$ cat config.mk
export PLATFORM = sky130hd
export DESIGN_NAME = fall_scheduler
export DESIGN_NICKNAME = d
export VERILOG_FILES = /design/src/rtl/fall_scheduler_pkg.sv /design/src/rtl/fall_scheduler_step.sv /design/src/rtl/fall_scheduler.sv
export SDC_FILE = /design/constraint.sdc
export NUM_CORES = 1
export LEC_CHECK = 0
export CORE_AREA = 2 2 133 135
export CTS_CLUSTER_SIZE = 28
export DETAILED_ROUTE_END_ITERATION = 8
export DIE_AREA = 0 0 135 137
export PLACE_DENSITY_LB_ADDON = 0.25
export RECOVER_POWER = 50
export SLEW_MARGIN = 30
export SYNTH_ARGS = -nofsm -noshare
export SYNTH_HDL_FRONTEND = slang
export SYNTH_SLANG_ARGS = --single-unit
$ cat constraint.sdc
create_clock -name clk -period 4.1 [get_ports clk]
set_clock_uncertainty 0.2 [all_clocks]
set_input_delay 0.41 -clock clk [delete_from_list [all_inputs] [get_ports clk]]
set_output_delay 0.41 -clock clk [all_outputs]
set_load 0.005 [all_outputs]
$ cat src/rtl/fall_scheduler_pkg.sv
// fall_scheduler_pkg: shared game geometry, coordinate width and scheduler state encoding
package fall_scheduler_pkg;
  localparam int SCREEN_W = 800;
  localparam int SCREEN_H = 600;
  localparam int FLOOR_Y = 600;
  localparam int COORD_W = 12;
  localparam logic [1:0] ST_IDLE = 2'd0;
  localparam logic [1:0] ST_RUN = 2'd1;
  localparam logic [1:0] ST_SWEEP = 2'd2;
  localparam logic [1:0] ST_FROZEN = 2'd3;
endpackage

$ cat src/rtl/fall_scheduler_step.sv
// fall_step: one slot's per-frame gravity move, floor clamp and velocity saturation
module fall_step
  import fall_scheduler_pkg::*;
#(
  parameter int FLOOR_Y = 600,
  parameter int GRAVITY = 1,
  parameter int VMAX = 16
) (
  input  logic [COORD_W-1:0] y,
  input  logic [7:0]         vel,
  input  logic               hit,
  output logic [COORD_W-1:0] y_next,
  output logic [7:0]         vel_next,
  output logic               landed
);
  logic [COORD_W:0] y_sum;
  logic [8:0] v_sum;
  logic floor_reach;
  always_comb begin
    y_sum = {1'b0, y} + (COORD_W+1)'(vel);
    floor_reach = y_sum >= (COORD_W+1)'(FLOOR_Y);
    v_sum = 9'(vel) + 9'(GRAVITY);
    landed = hit | floor_reach;
    y_next = hit ? y : floor_reach ? COORD_W'(FLOOR_Y) : y_sum[COORD_W-1:0];
    vel_next = v_sum > 9'(VMAX) ? 8'(VMAX) : v_sum[7:0];
  end
endmodule

$ cat src/rtl/fall_scheduler.sv
// fall_scheduler: allocates falling-object slots and sweeps them once per frame
// through a single shared fall_step datapath.
module fall_scheduler #(
  parameter int SLOTS = 4,
  parameter int FLOOR_Y = fall_scheduler_pkg::FLOOR_Y,
  parameter int SPAWN_Y = 0,
  parameter int GRAVITY = 1,
  parameter int VMAX = 16
) (
  input  logic               clk,
  input  logic               rst,
  input  logic               start,
  input  logic               ending,
  input  logic               frame_tick,
  input  logic               spawn_req,
  input  logic [11:0]        spawn_x,
  output logic               spawn_ack,
  input  logic [SLOTS-1:0]   floor_hit,
  output logic [12*SLOTS-1:0] obj_x,
  output logic [12*SLOTS-1:0] obj_y,
  output logic [SLOTS-1:0]   obj_active,
  output logic               land_valid,
  output logic [2:0]         land_slot,
  output logic               busy,
  output logic               overrun
);
  import fall_scheduler_pkg::*;
  localparam int IW = $clog2(SLOTS);
  logic [1:0] state_q, state_d;
  logic [IW-1:0] idx_q, idx_d, free_idx;
  logic [11:0] x_q [SLOTS], x_d [SLOTS], y_q [SLOTS], y_d [SLOTS];
  logic [7:0] vel_q [SLOTS], vel_d [SLOTS];
  logic [SLOTS-1:0] act_q, act_d;
  logic ack_q, ack_d, land_q, land_d, overrun_q, overrun_d, free_ok, clear;
  logic [2:0] land_slot_q, land_slot_d;
  logic [11:0] y_nx;
  logic [7:0] vel_nx;
  logic landed;

  fall_step #(.FLOOR_Y(FLOOR_Y), .GRAVITY(GRAVITY), .VMAX(VMAX)) u_step (
    .y(y_q[idx_q]), .vel(vel_q[idx_q]), .hit(floor_hit[idx_q]),
    .y_next(y_nx), .vel_next(vel_nx), .landed(landed)
  );

  always_comb begin
    free_ok = 1'b0;
    free_idx = '0;
    for (int i = SLOTS-1; i >= 0; i--)
      if (!act_q[i]) begin
        free_ok = 1'b1;
        free_idx = IW'(i);
      end
  end

  always_comb begin
    state_d = state_q;
    idx_d = idx_q;
    x_d = x_q;
    y_d = y_q;
    vel_d = vel_q;
    act_d = act_q;
    ack_d = 1'b0;
    land_d = 1'b0;
    land_slot_d = land_slot_q;
    overrun_d = overrun_q | (state_q == ST_SWEEP & frame_tick);
    clear = 1'b0;
    // ending preempts every non-idle state, even mid-sweep
    if (ending && state_q != ST_IDLE) state_d = ST_FROZEN;
    else if (state_q == ST_IDLE) begin
      clear = 1'b1;
      if (start) state_d = ST_RUN;
    end else if (state_q == ST_FROZEN) begin
      if (!start) begin
        state_d = ST_IDLE;
        clear = 1'b1;
      end
    end else if (state_q == ST_RUN) begin
      if (frame_tick) begin
        state_d = ST_SWEEP;
        idx_d = '0;
      end else if (spawn_req && free_ok && !ack_q) begin
        x_d[free_idx] = spawn_x;
        y_d[free_idx] = 12'(SPAWN_Y);
        vel_d[free_idx] = '0;
        act_d[free_idx] = 1'b1;
        ack_d = 1'b1;
      end
    end else begin
      if (act_q[idx_q]) begin
        y_d[idx_q] = y_nx;
        vel_d[idx_q] = vel_nx;
        if (landed) begin
          act_d[idx_q] = 1'b0;
          land_d = 1'b1;
          land_slot_d = 3'(idx_q);
        end
      end
      idx_d = idx_q + 1'b1;
      if (idx_q == IW'(SLOTS-1)) begin
        state_d = ST_RUN;
        idx_d = '0;
      end
    end
    if (clear) begin
      act_d = '0;
      overrun_d = 1'b0;
      for (int i = 0; i < SLOTS; i++) begin
        x_d[i] = '0;
        y_d[i] = '0;
        vel_d[i] = '0;
      end
    end
  end

  always_ff @(posedge clk or negedge rst)
    if (!rst) begin
      state_q <= ST_IDLE;
      idx_q <= '0;
      x_q <= '{default: '0};
      y_q <= '{default: '0};
      vel_q <= '{default: '0};
      act_q <= '0;
      ack_q <= 1'b0;
      land_q <= 1'b0;
      land_slot_q <= '0;
      overrun_q <= 1'b0;
    end else begin
      state_q <= state_d;
      idx_q <= idx_d;
      x_q <= x_d;
      y_q <= y_d;
      vel_q <= vel_d;
      act_q <= act_d;
      ack_q <= ack_d;
      land_q <= land_d;
      land_slot_q <= land_slot_d;
      overrun_q <= overrun_d;
    end

  always_comb begin
    obj_x = '0;
    obj_y = '0;
    for (int i = 0; i < SLOTS; i++) begin
      obj_x[12*i +: 12] = x_q[i];
      obj_y[12*i +: 12] = y_q[i];
    end
  end

  assign obj_active = act_q;
  assign spawn_ack = ack_q;
  assign land_valid = land_q;
  assign land_slot = land_slot_q;
  assign busy = state_q == ST_SWEEP;
  assign overrun = overrun_q;
endmodule

# ---- Yosys cells after proc, flatten, opt, wreduce, memory -nomap -nowiden
# Index checks and enable logic that the tools add are counted.
dict set report classes {
  n_eq_ne 14
  n_lt_le_gt_ge 10
  mux 96
  n_reduce_logical 21
  n_bitwise 16
  n_addsub 3
}
# cell n
set ops {}
lappend ops {{two-way mux 48 bit} 15}
lappend ops {{two-way mux 32 bit} 8}
lappend ops {{bitwise mux 48 bit} 2}
lappend ops {{two-way mux 12 bit} 6}
lappend ops {{AND 48 bit} 1}
lappend ops {{demux 12 bit (select 2 bit)} 2}
lappend ops {{inverter 48 bit} 1}
lappend ops {{two-way mux 8 bit} 5}
lappend ops {{two-way mux 4 bit} 9}
lappend ops {{AND 32 bit} 1}
lappend ops {{bitwise mux 32 bit} 1}
lappend ops {{demux 8 bit (select 2 bit)} 2}
lappend ops {{inverter 32 bit} 1}
lappend ops {{two-way mux 2 bit} 15}
lappend ops {{two-way mux 1 bit} 25}
lappend ops {{binary-select mux 12 bit (select 2 bit)} 1}
lappend ops {{AND reduction 6 bit} 3}
lappend ops {{binary-select mux 8 bit (select 2 bit)} 1}
lappend ops {{adder 12 x 8 -> 13 bit} 1}
lappend ops {{>= comparator 13 x 10 -> 1 bit, second input constant} 1}
lappend ops {{adder 8 x 1 -> 9 bit, second input constant} 1}
lappend ops {{greater-than comparator 9 x 5 -> 1 bit, second input constant} 1}
lappend ops {{!= test 2 bit, second input constant} 4}
lappend ops {{AND reduction 4 bit} 2}
lappend ops {{28 further kinds} 51}
dict set report totals {
  input_bits 22
  word_cells 179
  register_bits 141
}

# ---- Longest topological paths before layout
dict set report depth {
  ltp_word 18
  depth_mapped 18
  depth_no_buf 15
}

# ---- By module
# From an unflattened synthesis, not the netlist that was laid out.
dict set report unflattened {
  hier_cells 577
  area_unflattened_um2 7095.6
}
# module cells_per_inst n_inst seq_area_each_um2 area_per_inst_um2
set by_module_without_submodules {}
lappend by_module_without_submodules {fall_scheduler 443 1 3528.4 6093.3}
lappend by_module_without_submodules {fall_step 134 1 0.0 1002.2}

# ---- Worst setup path before layout
# OpenSTA, ideal clock, no wires.
dict set report synth_path {
  path_type {register to register}
  start {reg idx_q[1]}
  end {reg y_q (netlist bit obj_y[4])}
  path_slack_ns 0.041
  path_stages_with_launch 17
  n_path_buf 4
  arrival_ns 3.720
  cell_sequence {dfrtp_1 -> buf_4 -> buf_4 -> clkbuf_1 -> mux4_2 -> ha_1 -> inv_1 -> fa_1 -> nand2b_1 -> nor3b_1 -> mux2_2 -> or4_1 -> a211oi_2 -> o21ai_1 -> buf_6 -> o21ai_1 -> o221ai_1}
}
dict set report synth_between {
  elab_chain_len 15
  word_cells_on_any_way 29
  cone_classes {add/sub: 1; order compare: 3; mux: 21; bitwise: 1; reduce/logical: 3}
}
# element line_no
set synth_lines {}
lappend synth_lines {{from (decl)} fall_scheduler.sv:30} ;# logic [IW-1:0] idx_q, idx_d, free_idx;
lappend synth_lines {{from (signal assigned)} fall_scheduler.sv:129} ;# idx_q <= idx_d;
lappend synth_lines {{inverter 2 -> 3 bit (not written as such)} {fall_scheduler.sv:41, fall_scheduler.sv:90}}
lappend synth_lines {{binary-select mux 12 bit (select 2 bit) or binary-select mux 8 bit (select 2 bit) (tied branches)} fall_scheduler.sv:41} ;# .y(y_q[idx_q]), .vel(vel_q[idx_q]), .hit(floor_hit[idx_q]),
lappend synth_lines {{two-way mux 12 bit (not written as such) or two-way mux 8 bit (tied branches) (2 in series)} fall_scheduler.sv:41}
lappend synth_lines {{adder 12 x 8 -> 13 bit} fall_scheduler_step.sv:20} ;# y_sum = {1'b0, y} + (COORD_W+1)'(vel);
lappend synth_lines {{>= comparator 13 x 10 -> 1 bit} fall_scheduler_step.sv:21} ;# floor_reach = y_sum >= (COORD_W+1)'(FLOOR_Y);
lappend synth_lines {{two-way mux 12 bit (2 in series)} fall_scheduler_step.sv:24} ;# y_next = hit ? y : floor_reach ? COORD_W'(FLOOR_Y) : y_sum[COORD_W-1:0];
lappend synth_lines {{bitwise mux 48 bit} fall_scheduler.sv:90} ;# y_d[idx_q] = y_nx;
lappend synth_lines {{two-way mux 48 bit} fall_scheduler.sv:89} ;# if (act_q[idx_q]) begin
lappend synth_lines {{two-way mux 48 bit} fall_scheduler.sv:77} ;# end else if (state_q == ST_RUN) begin
lappend synth_lines {{two-way mux 48 bit} fall_scheduler.sv:72} ;# end else if (state_q == ST_FROZEN) begin
lappend synth_lines {{two-way mux 48 bit} fall_scheduler.sv:69} ;# else if (state_q == ST_IDLE) begin
lappend synth_lines {{two-way mux 48 bit} fall_scheduler.sv:68} ;# if (ending && state_q != ST_IDLE) state_d = ST_FROZEN;
lappend synth_lines {{two-way mux 48 bit} fall_scheduler.sv:104} ;# if (clear) begin
lappend synth_lines {{to (signal assigned)} fall_scheduler.sv:131} ;# y_q <= y_d;
lappend synth_lines {{to (decl)} fall_scheduler.sv:31} ;# logic [11:0] x_q [SLOTS], x_d [SLOTS], y_q [SLOTS], y_d [SLOTS];
# Several ways; a longest one is shown, not always the timed one. The select of a mux whose other input is x is not followed.
# A chain may end at the register's enable or synchronous reset.

# ---- Worst setup path in the final report
dict set report layout_path {
  start {reg idx_q[0]}
  end {reg y_q (netlist bit obj_y[4])}
}
# Same word-level chain as after synthesis.

==> metrics.txt <==
# TYPE chip_impl_metric gauge
chip_impl_metric{name="first_iter_violations",unit=""} 671
chip_impl_metric{name="asyncSetResetFlopFracSynth",unit="%"} 100
chip_impl_info{name="main_combinational_cell_family_by_area_after_synthesis",value="compound AO/OA/AOI/OAI gates"} 1
chip_impl_metric{name="finalSetupViolCount",unit=""} 0
chip_impl_metric{name="r2r_setup_slack",unit="ns"} 0.13
chip_impl_info{name="class_of_the_worst_hold_path",value="flop to flop"} 1
chip_impl_metric{name="netlist_area",unit="µm²"} 7770
chip_impl_metric{name="post_drt_wl_per_cell",unit="µm"} 22.2
chip_impl_metric{name="seq_area_frac_synth",unit="%"} 45.4
chip_impl_metric{name="power",unit="mW"} 7.79
chip_impl_metric{name="max_freq",unit="MHz"} 252
chip_impl_metric{name="grt_antenna_before_repair",unit=""} 0
chip_impl_metric{name="power-per-cell-area",unit="nW/µm²"} 764
chip_impl_metric{name="postSynthAreaPerCell",unit="µm²"} 10.2
chip_impl_info{name="reg2reg_to",value="obj_y[4]"} 1
chip_impl_metric{name="detail_route.vias_per_cell",unit=""} 6.25
chip_impl_metric{name="floorplan.initialDensity",unit="%"} 45.5
chip_impl_metric{name="max_cap_viol_count",unit=""} 0
chip_impl_metric{name="numPlacedInstances",unit=""} 1125
chip_impl_metric{name="placed_cell_area",unit="µm²"} 9500
chip_impl_metric{name="clock_sink_count",unit=""} 141
chip_impl_metric{name="power.leakage",unit="nW"} 4.67
chip_impl_metric{name="worst_slew_margin_rel",unit="%"} 3.77
chip_impl_info{name="reg_to_reg_critical_path_startpoint",value="idx_q[0]"} 1
chip_impl_info{name="layout_commonest_cell",value="sky130_fd_sc_hd__dfrtp_1"} 1
chip_impl_metric{name="drive_gt1_share",unit="%"} 15.0
chip_impl_metric{name="worst_pin_slew",unit="ns"} 1.44
chip_impl_metric{name="antenna_cells_inserted",unit=""} 0
chip_impl_metric{name="ctsHtreeMaxLevel",unit=""} 4
chip_impl_metric{name="core_area",unit="µm²"} 17100
chip_impl_metric{name="cp_data_required_time",unit="ns"} 4.18
chip_impl_metric{name="wl",unit="µm"} 25800
chip_impl_metric{name="drt_drc_violations_left",unit=""} 0
chip_impl_metric{name="vdd_drop_max",unit="mV"} 0.384
chip_impl_metric{name="synth-simple-area-share",unit="%"} 13.2
chip_impl_info{name="postSynth.topFlopCell",value="sky130_fd_sc_hd__dfrtp_1"} 1
chip_impl_metric{name="post_synth_inst_count",unit=""} 764
chip_impl_metric{name="final_min_period_over_clock_period",unit="%"} 96.7
chip_impl_metric{name="drt_first_pass_iters",unit=""} 6
chip_impl_info{name="critical_path_source_type",value="flop"} 1
chip_impl_metric{name="grt_pass1_wl",unit="µm"} 39900
chip_impl_info{name="end_kind",value="flop"} 1
chip_impl_metric{name="min_period",unit="ns"} 3.97
chip_impl_metric{name="ys.warnings.count",unit=""} 0
chip_impl_metric{name="nets",unit=""} 969
chip_impl_metric{name="grt_remaining_overflow",unit=""} 0
chip_impl_info{name="endpoint",value="obj_y[4]"} 1
chip_impl_metric{name="post_synth_fa_ha_maj_area_fraction",unit="%"} 3.48
chip_impl_metric{name="finalSetupTns",unit="ns"} 0
chip_impl_metric{name="clk_pin_slew",unit="ns"} 0.06
chip_impl_metric{name="synthesis.nets",unit=""} 807
chip_impl_metric{name="worst_endpoint_data_arrival_time",unit="ns"} 4.04
chip_impl_metric{name="path_max_fanout",unit=""} 12
chip_impl_info{name="outcome",value="finished clean"} 1
chip_impl_metric{name="numCtsBuffers",unit=""} 17
chip_impl_info{name="cts.root.buffer_cell",value="sky130_fd_sc_hd__clkbuf_16"} 1
chip_impl_metric{name="dr_total_vias",unit=""} 7279
chip_impl_metric{name="clkLatencyLatePin",unit="ns"} 0.43
chip_impl_metric{name="synth.lib_cells_used.distinct",unit=""} 76
chip_impl_metric{name="grt_start_max_net_pins",unit=""} 104
chip_impl_metric{name="core.rowCount",unit=""} 48
chip_impl_metric{name="synth-edff-count",unit=""} 0
chip_impl_metric{name="final-max-slew-violation-count",unit=""} 0
chip_impl_metric{name="fill_cells",unit=""} 1441
chip_impl_metric{name="portBuffers",unit=""} 127
chip_impl_metric{name="clock_path_buffers",unit=""} 2
chip_impl_info{name="path_class",value="flop to flop"} 1
chip_impl_info{name="setup.worst_path.start",value="idx_q[0]"} 1
chip_impl_metric{name="synth.mux.area_fraction",unit="%"} 6.78
chip_impl_metric{name="vias_in_the_first_global_route",unit=""} 7021
chip_impl_metric{name="drt.antenna.violating_nets",unit=""} 0
chip_impl_metric{name="flow.area_growth_from_synthesis",unit="%"} 31.4
chip_impl_metric{name="fin_cells",unit=""} 1164
chip_impl_metric{name="floorplan_die_height",unit="µm"} 137
chip_impl_metric{name="num_io_pins",unit=""} 129
chip_impl_metric{name="finish.instance_area",unit="µm²"} 10200
chip_impl_metric{name="reg2reg_depth",unit=""} 14
chip_impl_metric{name="area_of_the_die",unit="µm²"} 18500
chip_impl_metric{name="synth-xor-area-share",unit="%"} 1.13
chip_impl_metric{name="fp.dieW",unit="µm"} 135
chip_impl_info{name="most-common-layout-cells",value="sky130_fd_sc_hd__dfrtp_1 (139), sky130_fd_sc_hd__clkdlybuf4s50_1 (75), sky130_fd_sc_hd__nand2_1 (63)"} 1
chip_impl_metric{name="gp_congestion",unit=""} 0.930
chip_impl_metric{name="grt.total_usage",unit="%"} 28.5
chip_impl_metric{name="synth-seq-cells",unit=""} 141
chip_impl_metric{name="utilization",unit="%"} 59.8
chip_impl_metric{name="hold_violations",unit=""} 0
chip_impl_info{name="tritoncts",value="built"} 1
chip_impl_metric{name="synth-compound-area-share",unit="%"} 25.4
chip_impl_metric{name="dpl.hpwl",unit="µm"} 17900
-- kinds of logic after synthesis --
group | count (synthesis)
AND/OR/NAND/NOR | 213
buffers and inverters | 75
other | 1
adder cells (fa/ha/maj) | 21
flip-flops | 141
AO/OA/AOI/OAI | 277
XOR/XNOR | 10
multiplexers | 26
-- timing repair --
item | in CTS | in global routing
resized for setup | 1 | 10
hold buffers | 1 | 0
setup endpoints to repair | 3 | 27
buffers inserted | 2 | 3
pin swaps | 0 | 4
endpoints found under the hold margin | 101 | 0
-- flip-flops by register name, indices dropped and copies added (netlist names) --
signal	flops
overrun	1
spawn_ack	1
land_valid	1
land_slot	2
obj_active	4
obj_x	48
state_q	2
vel_q	32
obj_y	48
idx_q	2
-- cell usage after synthesis (4+ instances only) --
cell type,instances,area share [%]
sky130_fd_sc_hd__buf_4,4,0.39
sky130_fd_sc_hd__ha_1,20,3.2
sky130_fd_sc_hd__nand2_1,63,3.0
sky130_fd_sc_hd__nor3_1,8,0.52
sky130_fd_sc_hd__a31oi_1,25,2.0
sky130_fd_sc_hd__o21ai_0,43,2.8
sky130_fd_sc_hd__a41oi_1,5,0.56
sky130_fd_sc_hd__nor3b_1,4,0.39
sky130_fd_sc_hd__and2_1,18,1.4
sky130_fd_sc_hd__a21oi_1,52,3.4
sky130_fd_sc_hd__o22a_1,4,0.45
sky130_fd_sc_hd__o21ai_1,4,0.26
sky130_fd_sc_hd__o2111ai_1,4,0.45
sky130_fd_sc_hd__dfrtp_1,141,45
sky130_fd_sc_hd__buf_2,10,0.64
sky130_fd_sc_hd__o22ai_1,4,0.32
sky130_fd_sc_hd__nand3_1,20,1.3
sky130_fd_sc_hd__o31ai_1,6,0.58
sky130_fd_sc_hd__o211ai_1,11,1.1
sky130_fd_sc_hd__mux4_2,21,6.1
sky130_fd_sc_hd__buf_6,4,0.58
sky130_fd_sc_hd__nand4_1,5,0.40
sky130_fd_sc_hd__xnor2_1,7,0.79
sky130_fd_sc_hd__nand2b_1,8,0.64
sky130_fd_sc_hd__clkbuf_1,28,1.4
sky130_fd_sc_hd__a211oi_1,4,0.39
sky130_fd_sc_hd__o21a_1,6,0.58
sky130_fd_sc_hd__a22o_1,60,6.8
sky130_fd_sc_hd__o221ai_1,8,0.90
sky130_fd_sc_hd__a21o_1,6,0.58
sky130_fd_sc_hd__and3_1,8,0.64
sky130_fd_sc_hd__nor2b_1,5,0.40
sky130_fd_sc_hd__a21boi_1,4,0.39
sky130_fd_sc_hd__nor2_1,57,2.8
sky130_fd_sc_hd__inv_1,26,1.3
-- critical path, stage by stage (launching register included) --
cell and delay (ns):
sky130_fd_sc_hd__dfrtp_2 0.38, sky130_fd_sc_hd__buf_12 0.13, sky130_fd_sc_hd__buf_4 0.14, sky130_fd_sc_hd__buf_4 0.14
sky130_fd_sc_hd__mux4_2 0.54, sky130_fd_sc_hd__ha_1 0.38, sky130_fd_sc_hd__nand3_1 0.10, sky130_fd_sc_hd__a211o_1 0.30
sky130_fd_sc_hd__a211oi_2 0.27, sky130_fd_sc_hd__o2111ai_1 0.17, sky130_fd_sc_hd__a211oi_2 0.34, sky130_fd_sc_hd__o21ai_2 0.11
sky130_fd_sc_hd__buf_4 0.20, sky130_fd_sc_hd__o21ai_2 0.23, sky130_fd_sc_hd__o221ai_1 0.18
-- worst min path at each step --
stage / from / to / slack (ns) / cells past startpoint
finish: vel_q[31] / vel_q[31] / 0.28 / 1
detailed placement: vel_q[13] / vel_q[13] / 0.27 / 1
global route: vel_q[31] / vel_q[31] / 0.31 / 1
global placement: vel_q[5] / vel_q[5] / 0.26 / 1
floorplan: rst / idx_q[0] / -0.09 / 0
CTS: vel_q[31] / vel_q[31] / 0.29 / 1
-- layer usage --
metal / part of all wire (%) / GRT usage [%] / vias to the layer above
met5: 0 / 0 / -
met4: 3.8 / 12.9 / 0
met3: 9.7 / 7.11 / 76
met2: 46 / 43.2 / 416
met1: 41 / 38.9 / 3592
li1: - / - / 3195
-- where the power goes --
part           leakage, nW  internal [mW]  switching, mW  total, mW
Clock                0.295          0.868          0.705       1.57
Sequential            1.90           1.70          0.319       2.02
Combinational         2.48           1.72           2.48       4.20
Total                 4.67           4.29           3.50       7.79
-- area by class of cell --
cell class                      instances  area [µm²]  share of cell area, %
Inverter                               27         101                  0.993
Clock buffer                           17         425                   4.17
Timing Repair Buffer                  191        1770                   17.3
Tap cell                              225         282                   2.76
Clock inverter                         15         168                   1.64
Multi-Input combinational cell        548        3930                   38.5
Sequential cell                       141        3530                   34.6
-- through the flow --
step / worst slack [ns] / hold WS [ns]
after floorplan: 0.0407 / -0.0856
after global placement: 0.0856 / 0.264
after detailed placement: 0.0172 / 0.274
after CTS: 0.0271 / 0.290
after global routing: -0.000533 / 0.306
final: 0.134 / 0.284
No activity file was read; power rests on OpenSTA's default activity.
